--- src/rtl/fft_result_streamer.sv ---
// ============================================================================
// Module   : fft_result_streamer
// Purpose  : Buffers one 4-bin complex FFT result and streams it as 8 bytes
//            over a valid/ready interface with frame markers and overrun flag.
// Revision : 1.0
// ============================================================================
`timescale 1ns/1ps
`default_nettype none

module fft_result_streamer #(
    parameter int SCALE_SHIFT  = 0,
    parameter int BITREV_ORDER = 0
) (
    input  logic       clk,
    input  logic       rst_n,
    input  logic       ena,
    input  logic       capture,
    input  logic [7:0] in0_real,
    input  logic [7:0] in0_imag,
    input  logic [7:0] in1_real,
    input  logic [7:0] in1_imag,
    input  logic [7:0] in2_real,
    input  logic [7:0] in2_imag,
    input  logic [7:0] in3_real,
    input  logic [7:0] in3_imag,
    output logic [7:0] out_data,
    output logic       out_valid,
    input  logic       out_ready,
    output logic       out_first,
    output logic       out_last,
    output logic       busy,
    output logic       overrun,
    input  logic       clear_overrun
);

    typedef enum logic [0:0] {
        IDLE = 1'b0,
        SEND = 1'b1
    } state_t;

    state_t state;
    state_t state_next;

    logic signed [7:0] raw_re    [4];
    logic signed [7:0] raw_im    [4];
    logic signed [7:0] scaled_re [4];
    logic signed [7:0] scaled_im [4];
    logic        [7:0] frame_in  [8];
    logic        [7:0] frame_buf [8];
    logic        [2:0] byte_idx;

    logic xfer;
    logic load;
    logic advance;
    logic finish;
    logic drop;

    assign raw_re[0] = in0_real;
    assign raw_im[0] = in0_imag;
    assign raw_re[1] = in1_real;
    assign raw_im[1] = in1_imag;
    assign raw_re[2] = in2_real;
    assign raw_im[2] = in2_imag;
    assign raw_re[3] = in3_real;
    assign raw_im[3] = in3_imag;

    generate
        for (genvar i = 0; i < 4; i++) begin : g_scale
            assign scaled_re[i] = raw_re[i] >>> SCALE_SHIFT;
            assign scaled_im[i] = raw_im[i] >>> SCALE_SHIFT;
        end
    endgenerate

    // The buffer is kept in transmit order, so bin reordering costs only wiring.
    generate
        for (genvar b = 0; b < 8; b++) begin : g_order
            localparam int SLOT = b / 2;
            localparam int BIN  = (BITREV_ORDER != 0) ? ((SLOT % 2) * 2 + SLOT / 2) : SLOT;
            if (b % 2 == 0) begin : g_real
                assign frame_in[b] = scaled_re[BIN];
            end else begin : g_imag
                assign frame_in[b] = scaled_im[BIN];
            end
        end
    endgenerate

    assign busy      = (state == SEND);
    assign out_valid = busy && ena;
    assign out_first = out_valid && (byte_idx == 3'd0);
    assign out_last  = out_valid && (byte_idx == 3'd7);
    assign xfer      = out_valid && out_ready;

    always_ff @(posedge clk or negedge rst_n) begin
        if (!rst_n) begin
            state <= IDLE;
        end else if (ena) begin
            state <= state_next;
        end
    end

    always_comb begin
        state_next = state;
        load       = 1'b0;
        advance    = 1'b0;
        finish     = 1'b0;
        drop       = 1'b0;
        case (state)
            IDLE: begin
                if (ena && capture) begin
                    load       = 1'b1;
                    state_next = SEND;
                end
            end
            SEND: begin
                if (xfer) begin
                    if (byte_idx == 3'd7) begin
                        // A capture on the closing transfer chains the next frame.
                        if (capture) begin
                            load = 1'b1;
                        end else begin
                            finish     = 1'b1;
                            state_next = IDLE;
                        end
                    end else begin
                        advance = 1'b1;
                    end
                end
                if (ena && capture && !(xfer && byte_idx == 3'd7)) begin
                    drop = 1'b1;
                end
            end
            default: state_next = IDLE;
        endcase
    end

    always_ff @(posedge clk or negedge rst_n) begin
        if (!rst_n) begin
            for (int i = 0; i < 8; i++) begin
                frame_buf[i] <= 8'h00;
            end
            byte_idx <= 3'd0;
            out_data <= 8'h00;
            overrun  <= 1'b0;
        end else if (ena) begin
            if (load) begin
                for (int i = 0; i < 8; i++) begin
                    frame_buf[i] <= frame_in[i];
                end
                byte_idx <= 3'd0;
                out_data <= frame_in[0];
            end else if (advance) begin
                byte_idx <= byte_idx + 3'd1;
                out_data <= frame_buf[byte_idx + 3'd1];
            end else if (finish) begin
                byte_idx <= 3'd0;
                out_data <= 8'h00;
            end

            if (drop) begin
                overrun <= 1'b1;
            end else if (clear_overrun) begin
                overrun <= 1'b0;
            end
        end
    end

endmodule

`default_nettype wire

--- config.mk ---
export PLATFORM = sky130hd
export DESIGN_NAME = fft_result_streamer
export DESIGN_NICKNAME = d
export VERILOG_FILES = /design/src/rtl/fft_result_streamer.sv
export SDC_FILE = /design/constraint.sdc
export NUM_CORES = 1
export LEC_CHECK = 0
export ABC_CLOCK_PERIOD_IN_PS = 3300
export CAP_MARGIN = 10
export CORE_MARGIN = 5
export CORE_UTILIZATION = 54
export CTS_CLUSTER_SIZE = 14
export DETAILED_ROUTE_END_ITERATION = 6
export HOLD_SLACK_MARGIN = 0.12
export PLACE_DENSITY_LB_ADDON = 0.15
export SLEW_MARGIN = 30
export SYNTH_ARGS = -nofsm -noshare
export SYNTH_HDL_FRONTEND = slang
export SYNTH_SLANG_ARGS = --single-unit
export TNS_END_PERCENT = 20
--- constraint.sdc ---
create_clock -name clk -period 3.3 [get_ports clk]
set_input_delay 0.495 -clock clk [delete_from_list [all_inputs] [get_ports clk]]
set_output_delay 0.495 -clock clk [all_outputs]
set_load 0.05 [all_outputs]
Word level (Yosys, flattened, before mapping)
Cells that the tools add are included.
{ "classes": {"n_reduce_logical": 14, "add_sub_neg": 1, "magnitude_cmp": 1, "n_bitwise": 2, "n_eq_ne": 1, "n_mux": 28} }
{ "ops": {"columns": ["cell", "count"], "rows": [
  ["8-bit two-way mux", 5],
  ["8-bit binary-select mux with 3-bit select", 1],
  ["1-bit two-way mux", 17],
  ["3-bit two-way mux", 3],
  ["1-bit logical AND", 7],
  ["2-bit AND reduction", 3],
  ["4-bit >= comparator, second input constant", 1],
  ["3-bit inverter with 4-bit output", 1],
  ["1-bit one-hot mux with 2 select lines", 2],
  ["3-bit by 1-bit adder with 3-bit output, second input constant", 1],
  ["3-bit == test, second input constant", 1],
  ["3-bit zero test", 1],
  ["3-bit nonzero test", 1],
  ["2-bit nonzero test", 1],
  ["1-bit zero test", 1],
  ["1-bit inverter", 1]
]} }
{ "word_totals": {"in_bits": 70, "register_bits": 77, "elab_cells": 59} }

Logic depth before layout (Yosys ltp)
Gate-level depths: netlist of run 1.
{ "logic_depth": {"depth_word": 9, "depth_mapped": 8} }

Worst setup path after synthesis of run 1
OpenSTA, ideal clock, no wires.
{ "synth_timing": {"path_kind": "register to output", "from": "register state (netlist: busy)", "to": "output port out_first", "arrival_time_ps": 1750, "path_slack_ps": 1055, "stages_incl_launch_ff": 5, "required_time_ps": 2805, "cell_sequence": "dfrtp_1 buf_4 nand2_1 inv_1 and3_1"} }
{ "synth_between": {"elab_chain_cells": 2} }
{ "synth_rtl": {"columns": ["item", "line_no", "source"], "rows": [
  ["start, declared", "41", "state_t state;"],
  ["start signal, assigned", "97", "state <= state_next;"],
  ["1-bit logical AND", "88", "assign out_valid = busy && ena;"],
  ["named net out_valid", "27", "output logic out_valid,"],
  ["1-bit logical AND", "89", "assign out_first = out_valid && (byte_idx == 3'd0);"],
  ["end, declared", "29", "output logic out_first,"]
]} }
The timed path passes the listed nets, and every way through them passes these cells.

Worst setup path after layout of run 1
{ "layout_timing": {"from": "input port ena", "to": "output port out_first"} }
{ "layout_between": {"elab_chain_cells": 2} }
{ "layout_rtl": {"columns": ["item", "line_no", "source"], "rows": [
  ["start, declared", "16", "input logic ena,"],
  ["1-bit logical AND", "88", null],
  ["1-bit logical AND", "89", null]
]} }
No other way between the ends.

==> results.toml, run 1 <==
[status]
outcome = "finished clean"

[global_route]
grt_usage_pct = 19.94
grt_max_degree = 78
grt_overflow = 0
antenna_found_initial = 0
grt_pass1_wl_um = 13340
grt_pass1_vias = 2648

[placed_design]
place_ws_ps = 589.9
dp.cells = 437
place.gp.congestion = 0.8407
port_buffers = 82
dp_hpwl_um = 5621

[pwr]
p_switching_w = 0.001396
intPower_w = 0.002599
sw_frac_of_total_pct = 34.94
power.density_nw_per_um2 = 848.9
p_clk_share_pct = 17.4
cellLeakagePower_nw = 2.105
pwr-share-comb_pct = 41.7
vdd_drop_max_mv = 0.3932
seqPwrFrac_pct = 40.9
total_power_w = 0.003995

[clock_tree]
cts_buffers = 9
htreeDepth = 3
cts.repair.resized = 0
clock_path_buffers = 2
hold_buffers = 0
cts_tree = "built"
cts.sinks = 77
clk_pin_slew_ps = 80
clock_latency_ps = 350
cts_root_buffer = "clkbuf_8"
cts_setup_buffers = 0

[synthesis]
synth-adder-area-share_pct = 1.024
synthArstFlopShare_pct = 100.0
synth_xor_area_share_pct = 0
yosys.area.top_type_share_pct = 52.58
synth_most_common_cell = "dfrtp_1"
synth-seq-area-share_pct = 52.58
syn_inst = 289
postSynthAreaPerCell_um2 = 12.68
synth_top_family_by_area = "multiplexers"
ys_top_cells_by_count = "dfrtp_1 (77), mux2_2 (60), mux2i_1 (34)"
syn-num-nets = 362
synth-simple-area-share_pct = 6.623
synth_edf_count = 0
synth_ff_type = "dfrtp_1"
synth_compound_area_share_pct = 6.931
synth_cell_type_count = 28
synthMuxAreaShare_pct = 28.95
yosys_warnings = 0
synth_seq_cells = 77
synth_top_cells_by_area = "dfrtp_1 (53%), mux2_2 (18%), mux2i_1 (9.3%)"
synth.largest_area_cell = "dfrtp_1"
netlist_area_um2 = 3665

[floorplan]
rows = 30
die_w_um = 92.38
start_util_pct = 54.85
coreArea_um2 = 6681
design.die.area_um2 = 8534
io_pins = 83
die_h_um = 92.38

[finish]
drive_above_1_share_pct = 21.77
syn_to_final_growth_pct = 28.41
diodes = 0
nets = 441
final_cells = 452

[setup_path]
worst-path-max-fanout = 8
end_kind = "output pin"
required_ps = 2800
worstPathArrival_ps = 2210
critPathKind = "primary input to output pin"
critPathLaunchType = "primary input"

[timing]
fin_hold_ws_ps = 155.1
setup_ws_ps = 594.6
worst_slew_pin_slew_ps = 712.7
finalSetupViolations = 0
period_needed_ps = 2705
slew_viol_final = 0
max_freq_mhz = 369.6
relSlewSlack_pct = 52.39
final.setup.tns_ps = 0
fin_crit_sh_pct = 81.98
clock_skew_ps = 12.20
hold_violations = 0
grt_setup_unrepaired = "no"

[routing]
avgRoutedWirePerCell_um = 17.73
drc_errors = 0
vias = 2563
drtIter0Drc = 161
firstDrtPassIters = 4
drt.antenna.violating_nets = 0
routed_wl_um = 8015
vias_per_cell = 5.670

[run]
maxCapViolCount = 0

[worst_hold_path]
hold_path_class = "primary input to async pin"
[power groups by stage]
stage	Clock, W	Sequential, W	Combinational, W
floorplan	0	0.00170	0.00111
global placement	0	0.00163	0.00165
detailed placement	0	0.00165	0.00167
CTS	0.000717	0.00163	0.00168
global route	0.000752	0.00170	0.00181
finish	0.000696	0.00163	0.00167
[through the flow]
step / area, um2 / util, %
finish: 4706 / 70.43
global route: 4706 / 70.43
CTS: 4702 / 70.37
detailed placement: 4512 / 67.53
global placement: 4512 / 67.53
floorplan: 3665 / -
[critical path, stage by stage]
cell             delay, ps
clkdlybuf4s50_1        610
nand2_1                 80
inv_1                   80
and3_1                 160
clkdlybuf4s50_1        800
[worst paths after layout]
path | slack (ps) | to | start | cells past startpoint
hold / removal | 160 | frame_buf[37] | rst_n | 1
hold reg to reg | 480 | overrun | overrun | 2
max in group asynchronous | 2650 | frame_buf[60] | rst_n | 1
setup reg to reg | 1140 | out_data[2] | byte_idx[0] | 6
min in group clk | 480 | overrun | overrun | 2
setup / recovery | 590 | out_first | ena | 5
[state kept, by name, indices dropped and copies added (netlist names)]
signal	count
busy	1
byte_idx	3
frame_buf	64
out_data	8
overrun	1
[placed cells by master (no fill, tap or decap)]
cell	synthesis	final
clkinv_1	1	1
clkinv_2	0	2
clkinv_4	0	1
mux2_1	4	4
nand2_1	14	14
bufinv_16	0	1
mux2i_1	34	34
and3_1	3	3
clkbuf_1	3	1
or2b_1	6	6
o22ai_1	2	2
ha_1	3	2
a22oi_1	8	8
o21ai_0	2	2
inv_1	6	6
clkbuf_8	0	10
nor2b_1	3	3
nor2_1	9	9
a21oi_1	16	16
a21oi_4	1	1
a221oi_1	8	8
buf_4	6	3
buf_6	3	1
nand4b_1	1	1
nand3_1	8	8
ha_2	0	1
buf_12	0	1
dfrtp_1	77	77
nand2b_1	2	2
clkdlybuf4s50_1	0	81
o21ai_1	1	1
mux2_2	60	60
and2_1	2	2
[metal layers]
metal,wire length [um],track usage (%),vias to the layer above
li1,-,-,1194
met3,605,3.899,15
met5,0,0,-
met2,4050,32.39,107
met1,3242,26.69,1247
met4,117,7.054,0
[kinds of logic after synthesis]
| group | after synthesis |
|---|---|
| fa+ha+maj | 3 |
| mux | 98 |
| flops | 77 |
| buf+inv | 25 |
| compound gates | 38 |
| simple gates | 48 |
[final cells by class]
| cell class | instances | area (um2) |
|---|---|---|
| multi-input combinational | 187 | 1598 |
| timing repair buffer | 86 | 864.6 |
| inverter | 7 | 26.28 |
| tap | 80 | 100.1 |
| sequential | 77 | 1927 |
| clock buffer | 11 | 141.4 |
| clock inverter | 4 | 48.80 |
| fill | 538 | 1976 |
No activity file was read; power rests on OpenSTA's default activity.
==> run 2, diff against run 1 <==
ABC_CLOCK_PERIOD_IN_PS = 2790   (was 3300)
CORE_UTILIZATION = 50   (was 54)
clock period = 2.79 ns   (was 3.3 ns; I/O delays follow)
==> results.toml, run 2 (synthesis results as in run 1) <==
[setup_path]
crit_slowest_cell = "clkdlybuf4s50_1"
crit_top_cell = "ha_1"
critPathLaunchType = "register"
required_ps = 2370
max_stage_delay_ps = 790
end_kind = "output pin"
critPathKind = "register to output pin"
worstPathArrival_ps = 2130
path_cells = "ha_1, ha_1, and3_1, clkdlybuf4s50_1"
worst-path-max-fanout = 7
path_delay_family = "buffers and inverters"
path_buf_inv = 1

[clock_tree]
cts_buffers = 9
cts.repair.resized = 0
cts_setup_buffers = 0
cts.sinks = 77
clock_path_buffers = 2
htreeDepth = 3
hold_buffers = 0
cts_root_buffer = "clkbuf_8"
cts_tree = "built"
clk_pin_slew_ps = 90
clock_latency_ps = 340

[finish]
mostFrequentLayoutCells = "clkdlybuf4s50_1 (80), dfrtp_1 (77), mux2_2 (60), mux2i_1 (34), a21oi_1 (16)"
largest_register_ffs = 64
drive_above_1_share_pct = 22.87
top_regs = "frame_buf: 64 flops, out_data: 8 flops, byte_idx: 3 flops"
layout.cells.most_common = "clkdlybuf4s50_1"
top_register = "frame_buf"
syn_to_final_growth_pct = 29.57
nFillCells = 562
nets = 444
diodes = 0

[floorplan]
design.die.area_um2 = 9141
die_w_um = 95.61
die_h_um = 95.61
rows = 31
start_util_pct = 51.07
io_pins = 83
coreArea_um2 = 7176

[timing]
setup_ws_ps = 241.2
max_freq_mhz = 392.3
finalSetupViolations = 0
relSlewSlack_pct = 50.29
hold_violations = 0
fin_crit_sh_pct = 91.35
grt_setup_unrepaired = "no"
clock_skew_ps = 11.58
final.setup.tns_ps = 0
worst_slew_pin_slew_ps = 740.6
period_needed_ps = 2549
slew_viol_final = 0

[placed_design]
dp_hpwl_um = 5626
place.gp.congestion = 0.8113
port_buffers = 82
place_ws_ps = 376.6

[routing]
vias_per_cell = 5.366
vias = 2549
avgRoutedWirePerCell_um = 16.79
drtIter0Drc = 122
firstDrtPassIters = 4
drc_errors = 0
met1Wirelength_um = 3490
topRoutingLayerUsed = "met4"
wl_met3_um = 488
drt.antenna.violating_nets = 0
routed_wl_um = 7974
wl_met2_um = 3911

[global_route]
grt_pass1_vias = 2720
grt_usage_pct = 19.14
grt_pass1_wl_um = 13230
grt_overflow = 0
grt_max_degree = 78
antenna_found_initial = 0

[pwr]
cellLeakagePower_nw = 2.115
vdd_drop_max_mv = 0.4427
power.density_nw_per_um2 = 983.7

[status]
outcome = "finished clean"

[worst_hold_path]
hold_path_class = "primary input to async pin"

[run]
maxCapViolCount = 0
-- run 2: cell count changes in the layout (fill, tap and decap cells not counted), sizes merged --
cell	before	now
buf	5	9
bufinv	1	0
clkdlybuf4s50	81	80
inv	6	7
clkinvlp	0	1
-- run 2: cell type report --
cell class,instances,area (um2),area share [%]
Clock inverter,5,35.03,0.7378
Tap cell,99,123.9,2.609
Multi-Input combinational cell,187,1598,33.65
Clock buffer,11,141.4,2.978
Inverter,7,26.28,0.5534
Sequential cell,77,1927,40.58
Timing Repair Buffer,89,897.1,18.89
-- run 2: worst paths after layout --
| kind | from | end | slack [ps] | depth (start not counted) |
|---|---|---|---|---|
| worst max-delay path | byte_idx[0] | out_last | 240 | 4 |
| min in group clk | frame_buf[59] | frame_buf[59] | 490 | 1 |
| worst max register to register | byte_idx[0] | out_data[1] | 730 | 6 |
| worst min register to register | frame_buf[59] | frame_buf[59] | 490 | 1 |
| max in group asynchronous | rst_n | frame_buf[62] | 2220 | 1 |
| worst min-delay path | rst_n | frame_buf[53] | 80 | 1 |
-- run 2: report_power, final --
| part | switching, W | total, W | internal [W] |
|---|---|---|---|
| Sequential | 0.000272 | 0.00192 | 0.00165 |
| Combinational | 0.000970 | 0.00198 | 0.00101 |
| Clock | 0.000416 | 0.000766 | 0.000350 |
| Total | 0.00166 | 0.00467 | 0.00301 |
-- run 2: per-stage QoR --
stage | cell area [um2] | power, W | hold WS (ps) | utilization (%) | cells
finish | 4748 | 0.004671 | 77.47 | 66.17 | 475
global route | 4748 | 0.005001 | 124.3 | 66.17 | 475
CTS | 4745 | 0.004724 | 257.5 | 66.12 | 475
detailed placement | 4568 | 0.003955 | 477.7 | 63.66 | 459
global placement | 4568 | 0.003902 | 465.0 | 63.66 | 459
floorplan | 3665 | 0.003328 | 122.9 | - | 289
-- run 2: routing by layer --
layer	GRT usage (%)	vias up
li1	-	1205
met1	25.22	1260
met2	30.57	78
met4	7.701	0
met3	4.341	6
met5	0	-
==> edit 1 (config.mk and constraints of run 2) <==
Reset style: synchronous (`rst_n`), changed in 2 clocked blocks.
--- a/src/rtl/fft_result_streamer.sv
+++ b/src/rtl/fft_result_streamer.sv
@@ -92,3 +92,3 @@
 
-    always_ff @(posedge clk or negedge rst_n) begin
+    always_ff @(posedge clk) begin
         if (!rst_n) begin
@@ -135,3 +135,3 @@
 
-    always_ff @(posedge clk or negedge rst_n) begin
+    always_ff @(posedge clk) begin
         if (!rst_n) begin
Function: differs if rst_n is asserted again (counterexample within 4 cycles, from zero or initial values and one cycle with rst_n low); with rst_n held inactive, the same outputs for 4 cycles.
==> edit 1 against run 2 <==
Area after synthesis down 3.4%. Setup slack better by 0.38 ns. Sequential cell count unchanged. Critical path depth up 3. Final area down 2.4%. Wire length down 8.7%. First-iteration DRC count up 14%. Count of clock-buffer cells in the layout down 2. Highest routed layer unchanged.
Power is not compared: it rests on default switching activity, and its combinational part moved more than twofold at a synthesized area within 25%.
==> edit 1: results <==
set metrics [dict create \
    critical_path_arrival_ns 2.41 \
    async_flop_share_pct 0 \
    p_leak_nw 1.95 \
    synth-seq-area-share_pct 61.6 \
    synth-main-ff-cell "edfxtp_1" \
    critPathMaxFanout 26 \
    path_clk_slew_ns 0.08 \
    place_ws_ns 0.455 \
    cts_inserted_buffers 9 \
    drive_gt1_share_pct 15.4 \
    detail_route.wl_per_cell_um 16.5 \
    clock_path_buffers 2 \
    grt.total_usage_pct 17.5 \
    netlist_instances 261 \
    drtIter0Drc 139 \
    viasPerCell 5.30 \
    path_class "register to register" \
    cts_setup_buffers 0 \
    grt_max_degree 55 \
    hp-class "register to register" \
    ff2ff_path_depth 7 \
    gp_congestion 0.751 \
    synth_cell_type_count 29 \
    ys_top_cells_by_area "edfxtp_1 54%, and3_1 8.7%, dfxtp_1 7.3%" \
    cts_root_buffer "clkbuf_8" \
    nets 412 \
    regToRegSetupSlack_ns 0.62 \
    cpPeakStageDelay_ns 0.41 \
    status "finished, final reports clean" \
    first_global_vias 2461 \
    ant_nets 0 \
    antenna_cells 0 \
    worstSetupEndpoint "out_data[1]" \
    grt_pass1_wl_mm 11.8 \
    synth_enable_flop_cells 64 \
    reg_top3 "frame_buf (64), out_data (8), byte_idx (3)" \
    placed_area_um2 4410 \
    drtPass1Iterations 4 \
    synth_fp_nets 334 \
    worst_pin_slew_ns 0.509 \
    final_cells 440 \
    slowest_stage "dfxtp_1" \
    fin_worst_skew_ns 0.00929 \
    cp_top_family "buffers and inverters" \
    dp_hpwl_mm 5.10 \
    dp_cells 424 \
    clock_latency_ns 0.35 \
    synthTopCellsByCount "64 x edfxtp_1, 49 x and3_1, 18 x and2_1" \
    yosysWarnings 0 \
    max_freq_mhz 462 \
    r2r_start "byte_idx[0]" \
]
[edit 1: metal layers]
layer  GRT usage (%)  vias up  share of wire [%]
li1                -     1143                  -
met4            7.82        0                1.7
met2            29.1       65                 50
met3            4.09       11                5.4
met1            21.8     1111                 43
met5               0        -                  0
[edit 1: cell families (layout without fill, tap and decap cells)]
group	after synthesis	count (layout)	synth area share, %
adder cells (fa/ha/maj)	3	3	1.06
AO/OA/AOI/OAI	31	31	6.08
multiplexers	33	33	11.6
AND/OR/NAND/NOR	94	94	16.0
buffers and inverters	23	106	3.64
flip-flops	77	77	61.6
[edit 1: worst reg2reg max path, cell delays in order, from the launching register on]
cell and delay (ns):
dfxtp_1 0.41, inv_1 0.10, ha_1 0.30, buf_4 0.36
mux2_2 0.39, o22ai_1 0.18, nor3_1 0.07, a211o_1 0.26
[edit 1: worst min-delay path by stage]
| stage | slack [ns] | endpoint | startpoint |
|---|---|---|---|
| final | 0.47 | overrun | overrun |
| after global routing | 0.50 | overrun | overrun |
| after CTS | 0.47 | overrun | overrun |
| after detailed placement | 0.46 | overrun | overrun |
| after global placement | 0.46 | overrun | overrun |
| after floorplan | 0.52 | byte_idx[2] | byte_idx[2] |
[edit 1: power groups by stage]
stage               sequential [W]  clock [W]  combinational, W
global placement           0.00137          0          0.000303
detailed placement         0.00137          0          0.000308
finish                     0.00135   0.000924          0.000306
global route               0.00135   0.000997          0.000330
floorplan                  0.00139          0          0.000138
CTS                        0.00135   0.000946          0.000309
[edit 1: layout make-up]
type                    count  area (µm²)
well taps                  96         120
clock inverters             7        98.8
fillers                   521        2200
inverters                   2        7.51
clock buffers               9         124
flip-flops and latches     77        2180
multi-input cells         161        1240
repair buffers             88         866
==> edit 2 (config.mk and constraints of run 2) <==
Without the edit above. Register the output `overrun` once more; this adds one clock of latency there. The other outputs are not delayed to match.
--- a/src/rtl/fft_result_streamer.sv
+++ b/src/rtl/fft_result_streamer.sv
@@ -39,2 +39,4 @@
     } state_t;
+
+    logic overrun_s0;
 
@@ -142,3 +144,3 @@
             out_data <= 8'h00;
-            overrun  <= 1'b0;
+            overrun_s0 <= 1'b0;
         end else if (ena) begin
@@ -159,7 +161,11 @@
             if (drop) begin
-                overrun <= 1'b1;
+                overrun_s0 <= 1'b1;
             end else if (clear_overrun) begin
-                overrun <= 1'b0;
+                overrun_s0 <= 1'b0;
             end
         end
+    end
+
+    always_ff @(posedge clk) begin
+        overrun <= overrun_s0;
     end
Behaviour: not the same (a bounded check fails within 4 cycles, from zero or initial values and one cycle with rst_n low).
==> edit 2 against run 2 <==
First-iteration DRC count up 44%. Area after synthesis up 0.55%. Power up 4.1%. Via count up 2.1%. Sequential cell count up 1. Wire length up 2.0%. Setup slack worse by 0.047 ns. Final area up 1.1%. Largest power group unchanged.
==> edit 2: results <==
set metrics [dict create \
    rr_endpoint "out_data[5]" \
    regToRegSetupSlack_ns 0.59 \
    ff2ff_path_depth 7 \
    final_cells 476 \
    status "finished, final reports clean" \
    fill_cells 606 \
    synth_cell_type_count 29 \
    detail_route.wl_per_cell_um 17.1 \
    p_leak_nw 2.14 \
    nets 445 \
    place_ws_ns 0.397 \
    met2_length_mm 4.06 \
    synth_fp_nets 363 \
    route.layer.met1.wl_mm 3.46 \
    gr-usage-met1_pct 24.7 \
    relSlewSlack_pct 53.1 \
    gp_congestion 0.835 \
    dp_cells 460 \
    drtIter0Drc 176 \
    synth-seq-area-share_pct 52.8 \
    vias 2602 \
    grt.total_usage_pct 19.3 \
    postLayoutSetupSlackWorst_ns 0.194 \
    dp_hpwl_mm 5.79 \
    hp-class "primary input to async pin" \
    cp_top_family "buffers and inverters" \
    met3WireLength_um 487 \
    netlist_instances 290 \
    fin_worst_skew_ns 0.00765 \
    placed_area_um2 4580 \
    vdd_drop_max_mv 0.421 \
    ys_top_cells_by_area "dfrtp_1 52%, mux2_2 18%, mux2i_1 9.2%" \
]
## edit 2: cells by family (layout without fill, tap and decap cells)
group | count (synthesis) | count (layout) | synth area share, %
and+or+nand+nor | 48 | 48 | 6.59
AOI/OAI and AO/OA | 38 | 38 | 6.89
adders and majority gates | 3 | 3 | 1.02
buffers and inverters | 25 | 112 | 3.87
DFF | 78 | 78 | 52.8
muxes | 98 | 98 | 28.8
## edit 2: layout make-up
class                      instances  area, µm²  area share [%]
inverter                           7       26.3           0.547
multi-input combinational        187       1600            33.3
clock inverter                     6       85.1            1.77
clock buffer                      10        138            2.87
timing repair buffer              89        885            18.4
tap                               99        124            2.58
sequential                        78       1950            40.5
## edit 2: report_power, final
part	internal, W	total (W)	switching, W	leakage, nW
clock	0.000525	0.000938	0.000413	0.108
sequential	0.00167	0.00194	0.000278	0.968
combinational	0.00100	0.00198	0.000978	1.06
total	0.00319	0.00486	0.00167	2.14
